$ cat src/rtl/draw_cmd_pkg.sv
// Shared definitions for the draw-command consumer: opcodes, word field positions,
// FSM encoding and the first-word decode used by the executor.
package draw_cmd_pkg;

  localparam int CMD_WIDTH = 32;

  localparam logic [3:0] OP_POINT = 4'h0;
  localparam logic [3:0] OP_FILL  = 4'h1;
  localparam logic [3:0] OP_LINE  = 4'h9;
  localparam logic [3:0] OP_CHAR  = 4'hA;

  localparam int OP_HI    = 31;
  localparam int OP_LO    = 28;
  localparam int PT_X_LO  = 23;
  localparam int PT_Y_LO  = 18;
  localparam int PT_C_LO  = 10;
  localparam int FL_X0_LO = 23;
  localparam int FL_Y0_LO = 18;
  localparam int FL_X1_LO = 13;
  localparam int FL_Y1_LO = 8;
  localparam int FL_C_LO  = 0;
  localparam int PAIR_BIT = 0;

  typedef enum logic [2:0] {
    S_IDLE,
    S_POINT,
    S_FILL,
    S_PAIR,
    S_OVL
  } state_t;

  // S_IDLE as a result means the word is discarded as an error.
  function automatic state_t decode_op(input logic [CMD_WIDTH-1:0] w);
    case (w[OP_HI:OP_LO])
      OP_POINT:         return S_POINT;
      OP_FILL:          return S_FILL;
      OP_LINE, OP_CHAR: return w[PAIR_BIT] ? S_IDLE : S_PAIR;
      default:          return S_IDLE;
    endcase
  endfunction

endpackage

$ cat src/rtl/draw_cmd_fifo.sv
// Synchronous show-ahead FIFO: the head word is visible on rdata whenever not empty.
module draw_cmd_fifo #(
  parameter int WIDTH = 32,
  parameter int DEPTH = 16,
  parameter int AW    = 4
) (
  input  logic             clk,
  input  logic             rst,
  input  logic             push,
  input  logic [WIDTH-1:0] wdata,
  input  logic             pop,
  output logic [WIDTH-1:0] rdata,
  output logic             empty,
  output logic             full
);

  localparam logic [AW:0] DEPTH_C = (AW+1)'(DEPTH);

  logic [WIDTH-1:0] mem [DEPTH];
  logic [AW-1:0]    wr_ptr;
  logic [AW-1:0]    rd_ptr;
  logic [AW:0]      count;
  logic             do_push;
  logic             do_pop;

  // Fullness is taken before any same-cycle pop, so a full FIFO drops the word.
  assign do_push = push && !full;
  assign do_pop  = pop && !empty;
  assign empty   = (count == '0);
  assign full    = (count == DEPTH_C);
  assign rdata   = mem[rd_ptr];

  always_ff @(posedge clk) begin
    if (rst) begin
      wr_ptr <= '0;
      rd_ptr <= '0;
      count  <= '0;
    end else begin
      if (do_push) wr_ptr <= wr_ptr + 1'b1;
      if (do_pop)  rd_ptr <= rd_ptr + 1'b1;
      case ({do_push, do_pop})
        2'b10:   count <= count + 1'b1;
        2'b01:   count <= count - 1'b1;
        default: count <= count;
      endcase
    end
  end

  always_ff @(posedge clk) begin
    if (do_push) mem[wr_ptr] <= wdata;
  end

endmodule

$ cat src/rtl/draw_cmd_exec.sv
// Draw-command executor: buffers the command stream, writes point/fill tiles into the
// logic-grid framebuffer and forwards paired line/char words to the overlay renderer.
module draw_cmd_exec
  import draw_cmd_pkg::*;
#(
  parameter int                       H_LOGIC_WIDTH  = 5,
  parameter int                       V_LOGIC_WIDTH  = 5,
  parameter logic [H_LOGIC_WIDTH-1:0] H_LOGIC_MAX    = 5'd31,
  parameter logic [V_LOGIC_WIDTH-1:0] V_LOGIC_MAX    = 5'd23,
  parameter int                       COLOR_ID_WIDTH = 8,
  parameter int                       FIFO_DEPTH     = 16,
  parameter int                       FIFO_AW        = 4
) (
  input  logic                                   clk,
  input  logic                                   rst,
  input  logic [31:0]                            cmd,
  input  logic                                   cmd_vld,
  output logic                                   fb_we,
  output logic [H_LOGIC_WIDTH+V_LOGIC_WIDTH-1:0] fb_addr,
  output logic [COLOR_ID_WIDTH-1:0]              fb_wdata,
  output logic [63:0]                            ovl_cmd,
  output logic                                   ovl_vld,
  input  logic                                   ovl_rdy,
  output logic                                   busy,
  output logic                                   overflow,
  output logic                                   err_cmd
);

  localparam int HW = H_LOGIC_WIDTH;
  localparam int VW = V_LOGIC_WIDTH;
  localparam int CW = COLOR_ID_WIDTH;

  state_t               state;
  state_t               state_nxt;
  state_t               dec_state;
  logic [CMD_WIDTH-1:0] fifo_data;
  logic [CMD_WIDTH-1:0] cur;
  logic                 fifo_empty;
  logic                 fifo_full;
  logic                 fifo_pop;
  logic                 load_cur;
  logic                 load_ovl;
  logic                 err_set;
  logic                 head_is_second;
  logic [HW-1:0]        fx0, fx1, cx, xmin, xmax;
  logic [VW-1:0]        fy0, fy1, cy, ymax;
  logic [HW-1:0]        px;
  logic [VW-1:0]        py;
  logic                 pt_legal;
  logic                 fill_legal;
  logic                 fill_last;

  draw_cmd_fifo #(
    .WIDTH (CMD_WIDTH),
    .DEPTH (FIFO_DEPTH),
    .AW    (FIFO_AW)
  ) u_fifo (
    .clk   (clk),
    .rst   (rst),
    .push  (cmd_vld),
    .wdata (cmd),
    .pop   (fifo_pop),
    .rdata (fifo_data),
    .empty (fifo_empty),
    .full  (fifo_full)
  );

  assign dec_state      = decode_op(fifo_data);
  assign head_is_second = (fifo_data[OP_HI:OP_LO] == cur[OP_HI:OP_LO]) && fifo_data[PAIR_BIT];

  assign fx0 = fifo_data[FL_X0_LO +: HW];
  assign fy0 = fifo_data[FL_Y0_LO +: VW];
  assign fx1 = fifo_data[FL_X1_LO +: HW];
  assign fy1 = fifo_data[FL_Y1_LO +: VW];

  assign px         = cur[PT_X_LO +: HW];
  assign py         = cur[PT_Y_LO +: VW];
  assign pt_legal   = (px <= H_LOGIC_MAX) && (py <= V_LOGIC_MAX);
  assign fill_legal = (cx <= H_LOGIC_MAX) && (cy <= V_LOGIC_MAX);
  assign fill_last  = (cx == xmax) && (cy == ymax);

  assign ovl_vld = (state == S_OVL);
  assign busy    = !fifo_empty || (state != S_IDLE);

  always_comb begin
    state_nxt = state;
    fifo_pop  = 1'b0;
    load_cur  = 1'b0;
    load_ovl  = 1'b0;
    err_set   = 1'b0;
    case (state)
      S_IDLE: begin
        if (!fifo_empty) begin
          fifo_pop  = 1'b1;
          load_cur  = 1'b1;
          state_nxt = dec_state;
          err_set   = (dec_state == S_IDLE);
        end
      end
      S_POINT: state_nxt = S_IDLE;
      S_FILL: begin
        if (fill_last) state_nxt = S_IDLE;
      end
      S_PAIR: begin
        if (!fifo_empty) begin
          fifo_pop = 1'b1;
          if (head_is_second) begin
            load_ovl  = 1'b1;
            state_nxt = S_OVL;
          end else begin
            // Broken pair: word0 is dropped and the new word is decoded as if from IDLE.
            err_set   = 1'b1;
            load_cur  = 1'b1;
            state_nxt = dec_state;
          end
        end
      end
      S_OVL: begin
        if (ovl_rdy) state_nxt = S_IDLE;
      end
      default: state_nxt = S_IDLE;
    endcase
  end

  // Fill bounds are normalised when the word is taken, so the raster walk only counts up.
  always_ff @(posedge clk) begin
    if (load_cur) begin
      cur  <= fifo_data;
      xmin <= (fx1 < fx0) ? fx1 : fx0;
      xmax <= (fx1 < fx0) ? fx0 : fx1;
      cx   <= (fx1 < fx0) ? fx1 : fx0;
      cy   <= (fy1 < fy0) ? fy1 : fy0;
      ymax <= (fy1 < fy0) ? fy0 : fy1;
    end else if (state == S_FILL) begin
      if (cx == xmax) begin
        cx <= xmin;
        cy <= cy + 1'b1;
      end else begin
        cx <= cx + 1'b1;
      end
    end
  end

  always_ff @(posedge clk) begin
    if (rst) begin
      state    <= S_IDLE;
      fb_we    <= 1'b0;
      fb_addr  <= '0;
      fb_wdata <= '0;
      ovl_cmd  <= '0;
      overflow <= 1'b0;
      err_cmd  <= 1'b0;
    end else begin
      state <= state_nxt;
      fb_we <= 1'b0;
      if (state == S_POINT && pt_legal) begin
        fb_we    <= 1'b1;
        fb_addr  <= {py, px};
        fb_wdata <= cur[PT_C_LO +: CW];
      end
      if (state == S_FILL && fill_legal) begin
        fb_we    <= 1'b1;
        fb_addr  <= {cy, cx};
        fb_wdata <= cur[FL_C_LO +: CW];
      end
      if (load_ovl) ovl_cmd <= {cur, fifo_data};
      if (cmd_vld && fifo_full) overflow <= 1'b1;
      if (err_set) err_cmd <= 1'b1;
    end
  end

endmodule

$ cat config.mk
export PLATFORM = sky130hd
export DESIGN_NAME = draw_cmd_exec
export DESIGN_NICKNAME = d
export VERILOG_FILES = /design/src/rtl/draw_cmd_pkg.sv /design/src/rtl/draw_cmd_fifo.sv /design/src/rtl/draw_cmd_exec.sv
export SDC_FILE = /design/constraint.sdc
export NUM_CORES = 1
export LEC_CHECK = 0
export BUFFER_PORTS_ARGS = -buffer_cell sky130_fd_sc_hd__buf_4
export CAP_MARGIN = 30
export CORE_MARGIN = 2
export CORE_UTILIZATION = 57
export CTS_BUF_LIST = sky130_fd_sc_hd__clkbuf_8
export DETAILED_ROUTE_END_ITERATION = 7
export PLACE_DENSITY_LB_ADDON = 0.25
export SKIP_CTS_REPAIR_TIMING = 1
export SLEW_MARGIN = 20
export SYNTH_ARGS = -nofsm -noshare
export SYNTH_HDL_FRONTEND = slang
export SYNTH_SLANG_ARGS = --single-unit
export TNS_END_PERCENT = 50
$ cat constraint.sdc
create_clock -name clk -period 4.25 [get_ports clk]
set_input_delay 0.425 -clock clk [delete_from_list [all_inputs] [get_ports clk]]
set_output_delay 0.425 -clock clk [all_outputs]
set_load 0.01 [all_outputs]
**Word-level counts from Yosys, hierarchy flattened**

Memory sizes are Yosys's and may differ from the RTL's. A register that Yosys moved wholly into a read port is not among the register bits.
Index checks and enable logic that the tools add are counted.

- Bits in registers: 158
- RAM bits: 512
- Input bits: 36
- Logic and storage cells: 110
- Memories: 1

- $add $sub $neg: 6
- Order comparisons: 6
- Equality and inequality tests: 17
- Multiplexer cells: 39
- Reduce and logical (&&, ||, !) cells: 25

Memories:

| memory | depth | bits a word | rd ports | clocked after memory_dff | write ports | line | RTL |
|---|---|---|---|---|---|---|---|
| u_fifo.mem | 16 | 32 | 1 | 1 | 1 | draw_cmd_fifo.sv:19 | `logic [WIDTH-1:0] mem [DEPTH];` |

Operators with widths:

| operator | number |
|---|---|
| 5-bit two-way mux | 10 |
| 5-bit <= comparator, second input constant | 4 |
| 10-bit two-way mux | 2 |
| 8-bit two-way mux | 2 |
| 5-bit by 1-bit adder with 5-bit output, second input constant | 3 |
| 3-bit two-way mux | 5 |
| 1-bit two-way mux | 12 |
| 3-bit case mux with 4 select lines | 1 |
| 5-bit == test | 2 |
| 5-bit < comparator | 2 |
| 5-bit case mux with 2 select lines | 1 |
| 1-bit logical AND | 9 |
| 4-bit by 1-bit adder with 4-bit output, second input constant | 2 |
| 4-bit == test, second input constant | 2 |
| 4-bit two-way mux | 2 |
| 2-bit nonzero test | 4 |
| 3-bit by 2-bit == test with 1-bit output, second input constant | 2 |
| 3-bit zero test | 2 |
| 2-bit inequality test, second input constant | 3 |
| 2-bit case mux with 3 select lines | 1 |
| 5-bit == test, second input constant | 1 |
| 5-bit zero test | 1 |
| 5-bit by 1-bit subtractor with 5-bit output, second input constant | 1 |
| 4-bit by 1-bit == test with 1-bit output, second input constant | 1 |
| other kinds (15) | 18 |

**Logic depth before layout (Yosys ltp)**

Gate-level depths: netlist (run 1).

- Depth after elaboration: 7
- Depth in mapped cells: 18

**Cells and area by module**

From an unflattened synthesis (run 1), not the netlist that was laid out.

- Cells, all modules: 1484
- Area total of the unflattened synthesis: 26082.5 um^2

By module, submodules not included:

| module | instances | cells an instance | area an instance (um^2) | seq. area each (um^2) |
|---|---|---|---|---|
| draw_cmd_fifo | 1 | 909 | 20120.5 | 15715.1 |
| draw_cmd_exec | 1 | 575 | 5962.0 | 3473.3 |

**Least setup slack after synthesis (run 1)**

Ideal clock, no wire load.

- Kind: register to register
- Start: register (tool-made name)
- End: register cy[1], data pin
- Arrival: 3.897 ns
- Data required time: 3.990 ns
- Slack: 0.093 ns
- Stages on the path, launching flop included: 15
- Clock period less this slack: 4.157 ns
- Cells stage by stage: dfxtp_1 > buf_4 > buf_4 > buf_4 > buf_6 > buf_2 > mux4_2 > mux4_2 > ha_1 > a21o_1 > a21o_1 > a21o_1 > o21bai_2 > mux2_2 > mux2_2

RTL lines:

| item | line | RTL |
|---|---|---|
| end signal: assignment | draw_cmd_exec.sv:132 | `cy <= (fy1 < fy0) ? fy1 : fy0;` |
| end signal: assignment | draw_cmd_exec.sv:137 | `cy <= cy + 1'b1;` |
| end: declaration | draw_cmd_exec.sv:46 | `logic [VW-1:0] fy0, fy1, cy, ymax;` |

==> results of run 1 <==
-- area by class of cell --
class | count | area [um2]
Sequential cell | 674 | 19200
Fill cell | 3100 | 15680
Multi-Input combinational cell | 677 | 6910
Clock buffer | 119 | 1638
Timing Repair Buffer | 179 | 1584
Tap cell | 607 | 759.5
Clock inverter | 74 | 399.1
Inverter | 25 | 93.84
Antenna cell | 1 | 2.502
-- worst paths after layout --
path | from | endpoint | slack, ns | cells past startpoint
setup / recovery | flop | cx[1] | 0.22 | 11
hold / removal | cmd_vld | overflow | -0.003 | 3
setup reg to reg | flop | cx[1] | 0.22 | 11
hold reg to reg | overflow | overflow | 0.47 | 2
-- metrics by stage --
stage | instance area [um2] | util, % | hold slack, ns | worst slack (ns)
floorplan | 26550 | - | 0.4844 | 0.09274
global placement | 28490 | 61.58 | 0.4489 | 0.3195
detailed placement | 28530 | 61.68 | 0.4644 | 0.2501
CTS | 30570 | 66.09 | -0.04820 | 0.2203
global route | 30580 | 66.11 | 0.008872 | 0.05578
finish | 30580 | 66.11 | -0.002733 | 0.2229
-- flip-flops by register name, summed over array words and instances (netlist names), named ones only --
signal / flops
cur: 32
cx: 5
cy: 5
err_cmd: 1
fb_addr: 10
fb_wdata: 8
fb_we: 1
overflow: 1
ovl_cmd: 64
state: 3
u_fifo.count: 5
u_fifo.mem: 512
u_fifo.rd_ptr: 4
u_fifo.wr_ptr: 4
xmax: 5
xmin: 5
ymax: 5
-- worst reg2reg max path: stages (launching register included) --
cell	delay, ns
dfxtp_4	0.63
buf_12	0.30
mux4_2	0.55
mux4_2	0.56
inv_1	0.10
ha_1	0.25
o211a_1	0.18
nand2_1	0.08
nand2_1	0.10
a31oi_4	0.35
mux2_2	0.40
mux2_4	0.27
-- logic make-up (layout without fill, tap and decap cells) --
family | count (synthesis) | after routing | share of synthesized area (%)
other | 0 | 1 | 0
AND/OR/NAND/NOR | 204 | 204 | 3.713
flip-flops | 674 | 674 | 72.26
adder cells (fa/ha/maj) | 21 | 21 | 1.018
buffers and inverters | 111 | 397 | 2.167
XOR/XNOR | 27 | 27 | 0.8906
AO/OA/AOI/OAI | 217 | 217 | 4.915
multiplexers | 208 | 208 | 15.04
-- power groups by stage --
stage	logic, W	registers (W)	clock network (W)
after floorplan	0.00372	0.00841	0
after global placement	0.00491	0.00866	0
after detailed placement	0.00503	0.00867	0
after CTS	0.00504	0.00854	0.00529
after global routing	0.00544	0.00859	0.00558
final	0.00507	0.00855	0.00520
-- layout by cell type (no fill, tap or decap), drive strengths merged, types with 6 or more instances in the layout --
cell type | netlist | layout
nand2 | 24 | 24
a21o | 6 | 6
dfxtp | 105 | 105
a21oi | 80 | 80
and2 | 6 | 6
ha | 20 | 20
a211oi | 20 | 20
nand3 | 64 | 64
clkinv | 1 | 31
xnor2 | 9 | 9
mux4 | 146 | 146
clkbuf | 40 | 120
edfxtp | 569 | 569
nor2b | 6 | 6
xor2 | 18 | 18
buf | 46 | 178
mux2i | 40 | 40
mux2 | 22 | 22
a22oi | 6 | 6
o21ai | 68 | 68
nor2 | 64 | 64
o21a | 8 | 8
nor3 | 11 | 11
inv | 24 | 62
-- metal layers --
metal | share of wire (%) | track usage, %
met1 | 41 | 37.15
met2 | 48 | 42.37
met3 | 7.5 | 5.162
met4 | 2.9 | 10.31
met5 | 0 | 0
==> qor.yml, run 1 <==
timing:
  slew_viol_final: 0
  maxSlewHeadroom_pct: 36.02
  max_freq_mhz: 248.3
  finalCritPeriodShare_pct: 94.76
  setup_viol: 0
  worst_hold_slack_ns: -0.002733
  tightest_slew_ns: 0.9577
  clock_skew_ns: 0.03086
  rsz0062_at_grt: "no"
  hold_viol: 1
  period_needed_ns: 4.027
  fin_tns_setup_ns: 0
placement:
  placed_cells: 2160
  place_congestion: 0.8234
  io_buffers: 122
  hpwl_um: 38100
drt:
  vias_per_cell: 6.202
  drt_first_iter_violations: 1527
  wl_um: 63090
  dr.pass1.iters: 5
  wl_per_cell_um: 26.78
  vias: 14611
  final_antenna_net_count: 0
  drc: 0
cts:
  cts_root_buffer: "clkbuf_8"
  htreeDepth: 3
  clkTransAtPathRegs_ns: 0.06
  cts_tree: "built"
  numCtsBuffers: 103
  clk_latency_ns: 0.70
  cts.path.max_buffers: 3
  clkSinkCount: 674
power:
  p_switching_w: 0.005689
  power_frac_seq_pct: 45.4
  swShare_pct: 30.23
  peakVddDrop_v: 0.0003212
  power_density_nw_per_um2: 615.3
  leakagePower_nw: 10.46
  pwr-share-comb_pct: 26.9
  fin_total_pwr_w: 0.01882
  power_frac_clock_pct: 27.6
  p_int_w: 0.01313
die:
  chipHeight_um: 219.8
  coreArea_um2: 46260
  io_pins: 123
  die_w_um: 219.8
  rows: 79
  initial_core_util_pct: 57.40
  die-area_um2: 48330
run_status:
  outcome: "finished with violations"
  failed_checks: "negative hold slack"
synthesis:
  synthTopCellsByCount: "569 x edfxtp_1, 134 x mux4_2, 105 x dfxtp_1"
  yosys_warnings: 0
  synth-seq-area-share_pct: 72.26
  synth.most_common_cell: "edfxtp_1"
  synth_flop_cell: "edfxtp_1"
  ys_ff_latch: 674
  synth_top_cell_by_area: "edfxtp_1"
  syn_area_um2: 26550
  synth.distinct_cells: 67
  synth_edf_count: 569
  synth_area_leaders: "edfxtp_1 64%, mux4_2 11%, dfxtp_1 7.9%"
  synth_cells: 1462
  yosysTopAreaCellShare_pct: 64.35
  synth_fp_nets: 1519
  synth-async-reset-ratio_pct: 0
  avgSynthCellArea_um2: 18.16
worst_hold_path:
  holdCritPathClass: "input pin to flop"
worst_setup_path:
  critPathSlowestCell: "dfxtp_4"
  crit_chain: "buf_12, mux4_2, mux4_2, inv_1, ha_1, o211a_1, nand2_1, nand2_1, a31oi_4, mux2_2, mux2_4"
  start_kind: "flop"
  path_max_fanout: 31
  required_ns: 4.69
  arrival_ns: 4.47
  crit_family: "multiplexers"
  endpoint_kind: "flop"
  worstSetupPathType: "flop to flop"
  crit_buf_inv: 2
  slowest_delay_ns: 0.63
global_routing:
  grt_pass1_wl_um: 93130
  globalRouteOverflowTotal: 0
  grt_usage_pct: 26.71
  antenna_found_initial: 3
  grt_max_degree: 62
  grt_pass1_vias: 14769
final_layout:
  drive_gt1_share_pct: 29.52
  fin_nets: 1717
  syn_to_final_growth_pct: 15.18
  final_cells: 2356
run:
  cap_violations: 0
(Power assumes the default switching activity.)
==> run 2: changes to the inputs <==
--- a/config.mk
+++ b/config.mk
@@ -11,6 +11,7 @@
 export CORE_UTILIZATION = 57
 export CTS_BUF_LIST = sky130_fd_sc_hd__clkbuf_8
 export DETAILED_ROUTE_END_ITERATION = 7
+export MAX_ROUTING_LAYER = met4
 export PLACE_DENSITY_LB_ADDON = 0.25
 export SKIP_CTS_REPAIR_TIMING = 1
 export SLEW_MARGIN = 20
==> qor.yml, run 2 (synthesized netlist as in run 1, its figures left out) <==
worst_setup_path:
  required_ns: 4.69
  start_kind: "flop"
  worst-r2r-setup-slack_ns: 0.22
  worstSetupPathType: "flop to flop"
  endpoint_kind: "flop"
  r2r_end: "cx[1]"
  path_max_fanout: 31
  r2r_cells: 11
  arrival_ns: 4.47
cts:
  cts.path.max_buffers: 3
  clk_latency_ns: 0.70
  clkTransAtPathRegs_ns: 0.06
  cts_root_buffer: "clkbuf_8"
  htreeDepth: 3
  cts_tree: "built"
  clkSinkCount: 674
  numCtsBuffers: 103
die:
  io_pins: 123
  die-area_um2: 48330
  initial_core_util_pct: 57.40
  chipHeight_um: 219.8
  rows: 79
  die_w_um: 219.8
  coreArea_um2: 46260
final_layout:
  syn_to_final_growth_pct: 15.20
  layout_commonest_cell: "edfxtp_1"
  fin_nets: 1717
  top_regs: "u_fifo.mem: 512 flops, ovl_cmd: 64 flops, cur: 32 flops"
  nFillCells: 3100
  layout_common_cells: "569 x edfxtp_1, 158 x buf_4, 134 x mux4_2, 119 x clkbuf_8, 102 x dfxtp_1"
  top_register: "u_fifo.mem"
  drive_gt1_share_pct: 29.52
  largest_register_ffs: 512
drt:
  wl_um: 63050
  drt_first_iter_violations: 1491
  drc: 0
  final_antenna_net_count: 0
  dr.pass1.iters: 5
  vias: 14609
  vias_per_cell: 6.196
  wl_per_cell_um: 26.74
global_routing:
  globalRouteOverflowTotal: 0
  grt_usage_pct: 27.53
  antenna_found_initial: 2
  grt_pass1_wl_um: 93120
  grt_max_degree: 62
  grt_pass1_vias: 14751
placement:
  hpwl_um: 38100
  io_buffers: 122
  place_congestion: 0.8372
timing:
  fin_tns_setup_ns: 0
  clock_skew_ns: 0.02617
  period_needed_ns: 4.028
  tightest_slew_ns: 0.9803
  finalCritPeriodShare_pct: 94.77
  maxSlewHeadroom_pct: 34.50
  slew_viol_final: 0
  rsz0062_at_grt: "no"
  max_freq_mhz: 248.3
  hold_viol: 1
  setup_viol: 0
  worst_hold_slack_ns: -0.002473
run:
  cap_violations: 0
worst_hold_path:
  hold_depth: 3
  holdCritPathClass: "input pin to flop"
  worstHoldStart: "cmd_vld"
  worstHoldEndpoint: "overflow"
run_status:
  failed_checks: "negative hold slack"
  outcome: "finished with violations"
power:
  leakagePower_nw: 10.46
  peakVddDrop_v: 0.0003212
  power_density_nw_per_um2: 614.9
-- run 2: worst max-delay path by stage --
stage	start	cells after the start	to	slack (ns)
floorplan	flop	14	cy[1]	0.09
global placement	flop	11	cx[1]	0.32
detailed placement	flop	11	cx[1]	0.25
CTS	flop	11	cx[1]	0.22
global route	flop	11	cx[1]	0.06
finish	flop	11	cx[1]	0.22
-- run 2: where the power goes --
group | total, W | switching, W | internal [W] | leakage [nW]
Clock | 0.00520 | 0.00246 | 0.00274 | 1.19
Sequential | 0.00855 | 0.000527 | 0.00802 | 6.03
Combinational | 0.00506 | 0.00269 | 0.00237 | 3.24
Total | 0.0188 | 0.00568 | 0.0131 | 10.5
-- run 2: routing by layer --
layer / global-route usage [%] / share of wire (%) / up-vias
li1: - / - / 6284
met1: 37.48 / 41 / 7515
met2: 42.21 / 49 / 695
met3: 4.886 / 7.8 / 115
met4: 10.34 / 2.7 / 0
met5: - / 0 / -
-- run 2: area by class of cell --
type,instances,area [um2],share of cell area (%)
diodes,3,7.507,0.02454
multi-input cells,677,6910,22.59
clock buffers,119,1638,5.354
inverters,25,93.84,0.3068
repair buffers,179,1584,5.178
flip-flops and latches,674,19200,62.76
clock inverters,74,399.1,1.305
well taps,607,759.5,2.483
-- run 2: critical path, cell delays in order (launching register included) --
cell     delay (ns)
dfxtp_4        0.63
buf_12         0.30
mux4_2         0.54
mux4_2         0.56
inv_1          0.10
ha_1           0.25
o211a_1        0.19
nand2_1        0.08
nand2_1        0.10
a31oi_4        0.35
mux2_2         0.40
mux2_4         0.27
-- run 2: metrics by stage --
stage	setup slack (ns)	instances	cell area (um2)	total power, W	utilization (%)
after detailed placement	0.2501	2160	28530	0.01370	61.68
final	0.2223	2358	30590	0.01881	66.13
after global placement	0.3195	2158	28490	0.01358	61.58
after global routing	0.05568	2356	30580	0.01962	66.11
after CTS	0.2203	2353	30570	0.01887	66.09
after floorplan	0.09274	1462	26550	0.01212	-
